==> src/rtl/vga_pkg.sv <==
// Shared VGA timing constants and pattern-mode encodings.
// Defaults describe the standard 640x480@60 raster (25.175 MHz pixel clock).
package vga_pkg;

    // Sum of the four segments of one scan direction (active, porches, sync).
    function automatic int seg_total(input int active, input int fp, input int sync, input int bp);
        return active + fp + sync + bp;
    endfunction

    // Default horizontal timing, in pixels.
    localparam int DEF_H_ACTIVE = 640;
    localparam int DEF_H_FP     = 16;
    localparam int DEF_H_SYNC   = 96;
    localparam int DEF_H_BP     = 48;

    // Default vertical timing, in lines.
    localparam int DEF_V_ACTIVE = 480;
    localparam int DEF_V_FP     = 10;
    localparam int DEF_V_SYNC   = 2;
    localparam int DEF_V_BP     = 33;

    localparam int DEF_H_TOTAL = seg_total(DEF_H_ACTIVE, DEF_H_FP, DEF_H_SYNC, DEF_H_BP);
    localparam int DEF_V_TOTAL = seg_total(DEF_V_ACTIVE, DEF_V_FP, DEF_V_SYNC, DEF_V_BP);

    // Counter width must hold H_TOTAL-1 and V_TOTAL-1.
    localparam int DEF_CNT_W = 11;

    // Border thickness of the border test pattern, in pixels.
    localparam int DEF_PAT_BORDER = 10;

    // Test pattern selection, as presented on the mode input.
    typedef enum logic [1:0] {
        MODE_BORDER  = 2'd0,
        MODE_BARS    = 2'd1,
        MODE_CHECKER = 2'd2,
        MODE_BLACK   = 2'd3
    } mode_e;

endpackage

==> src/rtl/vga_pattern.sv <==
// Combinational test-pattern decode: pixel coordinate plus mode to 1-bit rgb.
// Blanking is applied by the caller; this block colours every coordinate.
module vga_pattern
    import vga_pkg::*;
#(
    parameter int H_ACTIVE   = DEF_H_ACTIVE,
    parameter int V_ACTIVE   = DEF_V_ACTIVE,
    parameter int PAT_BORDER = DEF_PAT_BORDER,
    parameter int CNT_W      = DEF_CNT_W
) (
    input  logic [CNT_W-1:0] x_i,
    input  logic [CNT_W-1:0] y_i,
    input  mode_e            mode_i,
    output logic [2:0]       rgb_o
);

    // Product width for x*8 so the bar index division cannot overflow.
    localparam int PW = CNT_W + 3;

    localparam logic [CNT_W-1:0] BORDER_LO = CNT_W'(PAT_BORDER);
    localparam logic [CNT_W-1:0] G_EDGE    = CNT_W'(H_ACTIVE - PAT_BORDER);
    localparam logic [CNT_W-1:0] B_EDGE    = CNT_W'(V_ACTIVE - PAT_BORDER);
    localparam logic [PW-1:0]    BAR_DIV   = PW'(H_ACTIVE);

    logic [2:0] bar_idx;

    // Eight equal-width bars: index = x*8/H_ACTIVE, divisor is a constant.
    always_comb begin
        bar_idx = 3'(({x_i, 3'b000}) / BAR_DIV);
    end

    // Select the colour of the requested pattern at (x_i, y_i).
    // NOTE: every output of a combinational block gets a default first, so no path leaves it unassigned and no latch is inferred.
    always_comb begin
        rgb_o = 3'b000;
        case (mode_i)
            MODE_BORDER: begin
                rgb_o[2] = (x_i < BORDER_LO);
                rgb_o[1] = (x_i >= G_EDGE);
                rgb_o[0] = (y_i < BORDER_LO) || (y_i >= B_EDGE);
            end
            MODE_BARS:    rgb_o = 3'd7 - bar_idx;
            MODE_CHECKER: rgb_o = {3{x_i[5] ^ y_i[5]}};
            default:      rgb_o = 3'b000;
        endcase
    end

endmodule

==> src/rtl/vga_timing_gen.sv <==
// Parametrised VGA raster generator with built-in test pattern.
// Raster counters advance on pix_en ticks; every output is registered from the
// pre-increment counters so coordinates, syncs, de and colour stay aligned.
module vga_timing_gen
    import vga_pkg::*;
#(
    parameter int H_ACTIVE   = DEF_H_ACTIVE,
    parameter int H_FP       = DEF_H_FP,
    parameter int H_SYNC     = DEF_H_SYNC,
    parameter int H_BP       = DEF_H_BP,
    parameter int V_ACTIVE   = DEF_V_ACTIVE,
    parameter int V_FP       = DEF_V_FP,
    parameter int V_SYNC     = DEF_V_SYNC,
    parameter int V_BP       = DEF_V_BP,
    parameter bit HS_POL     = 1'b0,
    parameter bit VS_POL     = 1'b0,
    parameter int CNT_W      = DEF_CNT_W,
    parameter int PAT_BORDER = DEF_PAT_BORDER
) (
    input  logic             clk,
    input  logic             rst_n,
    input  logic             pix_en,
    input  logic [1:0]       mode,
    output logic             hsync,
    output logic             vsync,
    output logic             de,
    output logic [CNT_W-1:0] x,
    output logic [CNT_W-1:0] y,
    output logic             line_start,
    output logic             frame_start,
    output logic             r,
    output logic             g,
    output logic             b
);

    localparam int H_TOTAL = seg_total(H_ACTIVE, H_FP, H_SYNC, H_BP);
    localparam int V_TOTAL = seg_total(V_ACTIVE, V_FP, V_SYNC, V_BP);

    localparam logic [CNT_W-1:0] H_LAST   = CNT_W'(H_TOTAL - 1);
    localparam logic [CNT_W-1:0] V_LAST   = CNT_W'(V_TOTAL - 1);
    localparam logic [CNT_W-1:0] H_ACT_C  = CNT_W'(H_ACTIVE);
    localparam logic [CNT_W-1:0] V_ACT_C  = CNT_W'(V_ACTIVE);
    localparam logic [CNT_W-1:0] HS_START = CNT_W'(H_ACTIVE + H_FP);
    localparam logic [CNT_W-1:0] HS_END   = CNT_W'(H_ACTIVE + H_FP + H_SYNC - 1);
    localparam logic [CNT_W-1:0] VS_START = CNT_W'(V_ACTIVE + V_FP);
    localparam logic [CNT_W-1:0] VS_END   = CNT_W'(V_ACTIVE + V_FP + V_SYNC - 1);

    // Raster position of the pixel about to be emitted.
    logic [CNT_W-1:0] h_cnt_q, h_cnt_d;
    logic [CNT_W-1:0] v_cnt_q, v_cnt_d;

    // Pattern mode, frozen for the whole frame.
    mode_e mode_q, mode_d;

    // Registered outputs and their decoded next values.
    logic [CNT_W-1:0] x_q, y_q;
    logic             de_q, de_d;
    logic             hsync_q, hsync_d;
    logic             vsync_q, vsync_d;
    logic [2:0]       rgb_q, rgb_d;
    logic             line_start_q, line_start_d;
    logic             frame_start_q, frame_start_d;

    logic       frame_top;
    logic [2:0] pat_rgb;

    assign frame_top = (h_cnt_q == '0) && (v_cnt_q == '0);

    // Raster counters: h wraps at the end of the line and carries into v.
    always_comb begin
        h_cnt_d = h_cnt_q;
        v_cnt_d = v_cnt_q;
        if (pix_en) begin
            if (h_cnt_q == H_LAST) begin
                h_cnt_d = '0;
                v_cnt_d = (v_cnt_q == V_LAST) ? '0 : v_cnt_q + 1'b1;
            end else begin
                h_cnt_d = h_cnt_q + 1'b1;
            end
        end
    end

    // Mode is sampled only on the tick that emits pixel (0,0), and that pixel
    // already uses the new mode, so a frame is always drawn in one pattern.
    always_comb begin
        mode_d = mode_q;
        if (pix_en && frame_top) begin
            mode_d = mode_e'(mode);
        end
    end

    vga_pattern #(
        .H_ACTIVE   (H_ACTIVE),
        .V_ACTIVE   (V_ACTIVE),
        .PAT_BORDER (PAT_BORDER),
        .CNT_W      (CNT_W)
    ) u_pattern (
        .x_i    (h_cnt_q),
        .y_i    (v_cnt_q),
        .mode_i (mode_d),
        .rgb_o  (pat_rgb)
    );

    // Decode syncs, data-enable, blanked colour and the start pulses from the
    // current counters; pulses are qualified by pix_en so they last one clock.
    always_comb begin
        de_d          = (h_cnt_q < H_ACT_C) && (v_cnt_q < V_ACT_C);
        hsync_d       = ((h_cnt_q >= HS_START) && (h_cnt_q <= HS_END)) ? HS_POL : ~HS_POL;
        vsync_d       = ((v_cnt_q >= VS_START) && (v_cnt_q <= VS_END)) ? VS_POL : ~VS_POL;
        rgb_d         = de_d ? pat_rgb : 3'b000;
        line_start_d  = pix_en && (h_cnt_q == '0);
        frame_start_d = pix_en && frame_top;
    end

    // State and output registers; display outputs load only on pixel ticks.
    // NOTE: clocked state uses non-blocking assignments so every register samples pre-edge values, independent of statement order.
    always_ff @(posedge clk or negedge rst_n) begin
        if (!rst_n) begin
            h_cnt_q       <= '0;
            v_cnt_q       <= '0;
            mode_q        <= MODE_BORDER;
            x_q           <= '0;
            y_q           <= '0;
            de_q          <= 1'b0;
            hsync_q       <= ~HS_POL;
            vsync_q       <= ~VS_POL;
            rgb_q         <= 3'b000;
            line_start_q  <= 1'b0;
            frame_start_q <= 1'b0;
        end else begin
            h_cnt_q       <= h_cnt_d;
            v_cnt_q       <= v_cnt_d;
            mode_q        <= mode_d;
            line_start_q  <= line_start_d;
            frame_start_q <= frame_start_d;
            if (pix_en) begin
                x_q     <= h_cnt_q;
                y_q     <= v_cnt_q;
                de_q    <= de_d;
                hsync_q <= hsync_d;
                vsync_q <= vsync_d;
                rgb_q   <= rgb_d;
            end
        end
    end

    assign hsync       = hsync_q;
    assign vsync       = vsync_q;
    assign de          = de_q;
    assign x           = x_q;
    assign y           = y_q;
    assign line_start  = line_start_q;
    assign frame_start = frame_start_q;
    assign r           = rgb_q[2];
    assign g           = rgb_q[1];
    assign b           = rgb_q[0];

endmodule

==> config.mk <==
export PLATFORM = sky130hd
export DESIGN_NAME = vga_timing_gen
export DESIGN_NICKNAME = d
export VERILOG_FILES = /design/src/rtl/vga_pkg.sv /design/src/rtl/vga_pattern.sv /design/src/rtl/vga_timing_gen.sv
export SDC_FILE = /design/constraint.sdc
export NUM_CORES = 1
export LEC_CHECK = 0
export ABC_CLOCK_PERIOD_IN_PS = 4860
export CORE_MARGIN = 2
export CORE_UTILIZATION = 25
export CTS_BUF_LIST = sky130_fd_sc_hd__clkbuf_4
export DETAILED_ROUTE_END_ITERATION = 8
export PLACE_DENSITY = 0.39
export SYNTH_ARGS = -nofsm -noshare
export SYNTH_HDL_FRONTEND = slang
export SYNTH_SLANG_ARGS = --single-unit
==> constraint.sdc <==
create_clock -name clk -period 4.86 [get_ports clk]
set_input_delay 0.972 -clock clk [delete_from_list [all_inputs] [get_ports clk]]
set_output_delay 0.972 -clock clk [all_outputs]
set_load 0.1 [all_outputs]
==> flow_metrics.py, run 1 <==
metrics = {
    "final_layout": {
        "synthToLayoutAreaGrowth_pct": 16.94,
        "drive_above_1_share": 0.1564,
        "n_antenna_cell": 0,
        "final_util": 0.3008,
        "fillCellCount": 1263,
        "fin_nets": 334,
    },
    "sta": {
        "fmax_mhz": 328.1,
        "drv_slew": 0,
        "setup_viol": 0,
        "min_period_ns": 3.048,
        "relSlewSlack": 0.3488,
        "finalHoldViolCount": 0,
        "skew_ns": 0.006837,
        "whs_ns": 0.5048,
        "rsz0062_at_grt": "no",
        "setup_ws_ns": 1.812,
        "finalSetupTns_ns": 0,
        "period_share": 0.6272,
        "tightestPinTransition_ns": 0.9737,
    },
    "global_routing": {
        "track_usage": 0.1186,
        "grt_pass1_wl_um": 12640,
        "overflow": 0,
        "antenna_found_initial": 0,
        "grt_pass1_vias": 2396,
        "grt_max_degree": 55,
    },
    "route": {
        "wl_per_cell_um": 15.32,
        "drc": 0,
        "dr.first_iter.drc_count": 107,
        "drt-met1-wl_um": 3876,
        "drt_wl_total_um": 7569,
        "first_pass_iters": 4,
        "dr_wl_met3_um": 254,
        "met2RoutedLength_um": 3306,
        "vias_per_cell": 4.864,
        "routed.top_layer": "met4",
        "ant_nets": 0,
        "num_vias": 2403,
    },
    "worst_setup_path": {
        "path_class": "flop to output pin",
        "ff2ff_setup_slack_ns": 2.48,
        "cp_top_family": "buffers and inverters",
        "slowest_stage": "clkdlybuf4s50_1",
        "cp_max_fo": 2,
        "cp.arrival_ns": 2.08,
        "required_ns": 3.89,
        "start_kind": "flop",
        "cp-end-kind": "output pin",
        "cp_cell_sequence": "clkdlybuf4s50_1",
        "crit_buf_inv": 1,
        "slowest_delay_ns": 1.13,
    },
    "placed_design": {
        "place_ws_ns": 1.539,
        "hpwl_um": 5006,
        "gp_congestion": 0.7665,
        "portBuffers": 34,
    },
    "floorplan": {
        "die_h_um": 115.4,
        "rows": 40,
        "die_area_sq_um": 13320,
        "fp.dieW_um": 115.4,
        "core-area_sq_um": 12060,
        "start_util": 0.2573,
        "design.portCount": 35,
    },
    "clocking": {
        "cts_sinks": 54,
        "clock_latency_ns": 0.39,
        "cts_max_level": 2,
        "hold_buffers": 0,
        "cts_buffers": 5,
        "cts_tree": "yes",
        "path_clk_slew_ns": 0.16,
        "cts_root_buf": "clkbuf_4",
        "clk_path_buf_depth": 2,
        "post_cts_resized": 0,
        "postCtsSetupBuffers": 0,
    },
    "logic_synthesis": {
        "synth_enable_flop_cells": 0,
        "ys_top_cells_by_count": "dfrtp_1, mux2_2, nand2_1, o21ai_0, nor2_1",
        "yosysUniqueCellTypes": 63,
        "synthArstFlopShare": 1.000,
        "synthMostInstantiatedCell": "dfrtp_1",
        "yosysTopAreaCell": "dfrtp_1",
        "synth_ff_type": "dfrtp_1",
        "synth_cells": 307,
        "yosysWarnings": 0,
        "synth.net_count": 316,
        "synth_area_leaders": "dfrtp_1, mux2_2, xnor2_1",
        "synth_top_area_share": 0.4194,
        "synth-seq-cells": 54,
        "ys_seq_area_frac": 0.4363,
        "synth_area_sq_um": 3103,
        "syn_avg_cell_area_sq_um": 10.11,
    },
    "power_and_ir_drop": {
        "p_int_uw": 740.7,
        "p_leak_nw": 1.473,
        "p_switching_uw": 545.4,
        "ir_worst_vdd_mv": 0.2344,
        "pwr-share-seq": 0.466,
        "fin_total_pwr_mw": 1.286,
        "switching_share": 0.4241,
        "p_comb_frac": 0.324,
        "clkPwrFrac": 0.210,
        "powerDensity_nw_per_um2": 354.4,
    },
    "flow_run": {
        "max_cap_violations": 0,
    },
    "outcome": {
        "outcome": "finished, final reports clean",
    },
    "hold_path": {
        "hp-class": "flop to flop",
    },
}
registers in the layout, indices dropped and copies added (netlist names):
| signal | count |
|---|---|
| vsync | 1 |
| h_cnt_q | 11 |
| y | 11 |
| hsync | 1 |
| x | 11 |
| rgb_q | 3 |
| line_start | 1 |
| mode_q | 2 |
| de | 1 |
| frame_start | 1 |
| v_cnt_q | 11 |
logic make-up (layout without fill, tap and decap cells):
logic type	count (synthesis)	count (layout)	share of synthesized area
AND/OR/NAND/NOR	99	99	0.2085
AO/OA/AOI/OAI	69	69	0.1484
flip-flops	54	54	0.4363
buffers and inverters	40	59	0.05645
multiplexers	24	24	0.08629
XOR/XNOR	17	17	0.04798
adder cells (fa/ha/maj)	4	4	0.01613
power by group through the flow:
| stage | Sequential, mW | Combinational, mW | Clock, mW |
|---|---|---|---|
| after floorplan | 0.740 | 0.185 | 0 |
| after global placement | 0.611 | 0.420 | 0 |
| after detailed placement | 0.610 | 0.419 | 0 |
| after CTS | 0.601 | 0.421 | 0.289 |
| after global routing | 0.615 | 0.444 | 0.306 |
| final | 0.599 | 0.417 | 0.270 |
cell type report:
| type | count | area [sq um] | area share |
|---|---|---|---|
| multi-input cells | 213 | 1574 | 0.4338 |
| flip-flops and latches | 54 | 1354 | 0.3731 |
| repair buffers | 36 | 350.3 | 0.09655 |
| well taps | 168 | 210.2 | 0.05793 |
| inverters | 15 | 57.56 | 0.01586 |
| clock buffers | 7 | 52.55 | 0.01448 |
| clock inverters | 1 | 30.03 | 0.008276 |
tightest hold or removal path, cell delays in order (launching register included):
cell and delay (ns):
dfrtp_1 0.37, nand2_1 0.05, o311ai_1 0.06
metrics by stage:
| step | instance area, sq um | instances |
|---|---|---|
| after floorplan | 3103 | 307 |
| after global placement | 3546 | 486 |
| after detailed placement | 3546 | 486 |
| after CTS | 3628 | 494 |
| after global routing | 3628 | 494 |
| final | 3628 | 494 |
layer usage:
metal	vias to the layer above	global-route usage
met3	13	0.01987
met4	0	0.03534
met2	53	0.1793
met5	-	0
li1	1158	-
met1	1179	0.1736
worst paths after layout:
kind | start | to | cells past startpoint
worst max register to register | h_cnt_q[5] | rgb_q[0] | 7
min in group asynchronous | rst_n | x[7] | 2
worst min-delay path | rgb_q[1] | rgb_q[1] | 2
worst max-delay path | hsync | hsync | 1
worst min register to register | rgb_q[1] | rgb_q[1] | 2
max in group asynchronous | rst_n | frame_start | 2
cell usage in the layout, fill, tap and decap left out, drive strengths merged, types with 6 or more instances in the layout:
cell type       n
nor4            7
nand3          11
nand2          19
nor3            7
clkbuf          7
a211oi          6
o21ai          19
xnor2          12
inv            14
nand4           9
nor2           16
a21oi          10
mux2           22
clkdlybuf4s50  33
dfrtp          52
Note: power is estimated with default switching activity, not from simulation.
==> run 2: changes to the inputs <==
--- a/config.mk
+++ b/config.mk
@@ -5,7 +5,7 @@
 export SDC_FILE = /design/constraint.sdc
 export NUM_CORES = 1
 export LEC_CHECK = 0
-export ABC_CLOCK_PERIOD_IN_PS = 4860
+export ABC_CLOCK_PERIOD_IN_PS = 3100
 export CORE_MARGIN = 2
 export CORE_UTILIZATION = 25
 export CTS_BUF_LIST = sky130_fd_sc_hd__clkbuf_4
==> constraint.sdc (replaced) <==
create_clock -name clk -period 3.1 [get_ports clk]
set_input_delay 0.62 -clock clk [delete_from_list [all_inputs] [get_ports clk]]
set_output_delay 0.62 -clock clk [all_outputs]
set_load 0.1 [all_outputs]
==> flow_metrics.py, run 2 (synthesis gave the netlist of run 1 again) <==
metrics = {
    "outcome": {
        "outcome": "finished, final reports clean",
    },
    "floorplan": {
        "rows": 40,
        "fp.dieW_um": 115.4,
        "die_area_sq_um": 13320,
        "die_h_um": 115.4,
        "core-area_sq_um": 12060,
        "start_util": 0.2573,
        "design.portCount": 35,
    },
    "sta": {
        "skew_ns": 0.01129,
        "fmax_mhz": 454.9,
        "whs_ns": 0.2589,
        "relSlewSlack": 0.5224,
        "setup_viol": 0,
        "rsz0062_at_grt": "no",
        "period_share": 0.7091,
        "drv_slew": 0,
        "finalSetupTns_ns": 0,
        "tightestPinTransition_ns": 0.7164,
        "finalHoldViolCount": 0,
        "min_period_ns": 2.198,
    },
    "hold_path": {
        "hp-class": "primary input to async pin",
    },
    "worst_setup_path": {
        "crit_buf_inv": 1,
        "required_ns": 3.39,
        "path_class": "flop to flop",
        "cp.arrival_ns": 2.49,
        "start_kind": "flop",
        "cp_cell_sequence": "buf_4 > nor4_2 > nand4_2 > o21ai_2 > a21oi_1 > o21bai_1 > a221o_1",
        "cp-end-kind": "flop",
        "cp_top_family": "compound AO/OA/AOI/OAI gates",
        "slowest_delay_ns": 0.58,
        "cp_max_fo": 14,
        "slowest_stage": "dfrtp_1",
    },
    "power_and_ir_drop": {
        "fin_total_pwr_mw": 1.992,
        "p_leak_nw": 1.543,
        "ir_worst_vdd_mv": 0.5626,
        "powerDensity_nw_per_um2": 553.0,
    },
    "clocking": {
        "clock_latency_ns": 0.38,
        "post_cts_resized": 0,
        "hold_buffers": 0,
        "clk_path_buf_depth": 2,
        "cts_tree": "yes",
        "cts_root_buf": "clkbuf_4",
        "path_clk_slew_ns": 0.16,
        "cts_max_level": 2,
        "postCtsSetupBuffers": 0,
        "cts_buffers": 5,
        "cts_sinks": 54,
    },
    "route": {
        "num_vias": 2355,
        "vias_per_cell": 4.710,
        "drc": 0,
        "dr.first_iter.drc_count": 144,
        "ant_nets": 0,
        "drt_wl_total_um": 7608,
        "first_pass_iters": 4,
        "wl_per_cell_um": 15.22,
    },
    "final_layout": {
        "mostFrequentLayoutCell": "dfrtp_1",
        "drive_above_1_share": 0.2568,
        "final_util": 0.2987,
        "fin_nets": 340,
        "final_cell_mix": "dfrtp_1, buf_4, mux2_2, nand2_1, o21ai_0",
        "synthToLayoutAreaGrowth_pct": 16.09,
        "design_area_sq_um": 3602,
        "fillCellCount": 1259,
    },
    "global_routing": {
        "overflow": 0,
        "grt_pass1_vias": 2352,
        "grt_max_degree": 32,
        "grt_pass1_wl_um": 12470,
        "antenna_found_initial": 0,
        "track_usage": 0.1186,
    },
    "placed_design": {
        "hpwl_um": 5376,
        "placed_cell_area_sq_um": 3528,
        "gp_congestion": 0.8103,
        "portBuffers": 34,
    },
    "flow_run": {
        "max_cap_violations": 0,
    },
}
## run 2: cell types whose count changed in the layout (fill, tap and decap cells not counted)
cell | before | now
buf_4 | 2 | 37
clkdlybuf4s50_1 | 33 | 3
clkbuf_4 | 7 | 5
buf_12 | 0 | 1
clkinv_1 | 0 | 1
diode_2 | 0 | 1
## run 2: layout make-up
type / instances / area, sq um / share of cell area
diodes: 1 / 2.502 / 0.0006947
clock buffers: 5 / 37.54 / 0.01042
multi-input cells: 213 / 1574 / 0.4370
clock inverters: 2 / 33.78 / 0.009378
well taps: 168 / 210.2 / 0.05835
inverters: 15 / 57.56 / 0.01598
repair buffers: 42 / 332.8 / 0.09239
flip-flops and latches: 54 / 1354 / 0.3758
## run 2: per-stage QoR
stage	std cells	setup slack, ns
global placement	492	0.5014
detailed placement	492	0.4461
CTS	499	0.8599
global route	499	0.6201
finish	500	0.9018
floorplan	307	1.045
## run 2: worst register-to-register path: cells and delay by family (launching register included)
family | cells | cell delay (ns)
flip-flops | 1 | 0.58
AO/OA/AOI/OAI | 4 | 0.80
AND/OR/NAND/NOR | 2 | 0.46
buffers and inverters | 1 | 0.27
## run 2: path summary, 6_finish.rpt
| kind | from | end | slack (ns) | depth (start not counted) |
|---|---|---|---|---|
| setup / recovery | h_cnt_q[9] | rgb_q[2] | 0.90 | 7 |
| hold / removal | rst_n | x[10] | 0.26 | 1 |
| setup reg to reg | h_cnt_q[9] | rgb_q[2] | 0.90 | 7 |
| hold reg to reg | hsync | hsync | 0.51 | 2 |
| max in group asynchronous | rst_n | v_cnt_q[6] | 2.25 | 2 |
| min in group clk | hsync | hsync | 0.51 | 2 |
## run 2: power breakdown
| group | leakage, nW | switching (mW) | internal, mW | total, mW |
|---|---|---|---|---|
| registers | 0.687 | 0.146 | 0.780 | 0.926 |
| logic | 0.817 | 0.480 | 0.187 | 0.667 |
| clock network | 0.0387 | 0.236 | 0.164 | 0.399 |
| total | 1.54 | 0.861 | 1.13 | 1.99 |
## run 2: per-layer routing
layer	GRT usage	wire length (um)	share of wire
met3	0.02040	195	0.026
met1	0.1752	3959	0.52
met5	0	0	0
met2	0.1786	3367	0.44
met4	0.03293	86	0.011
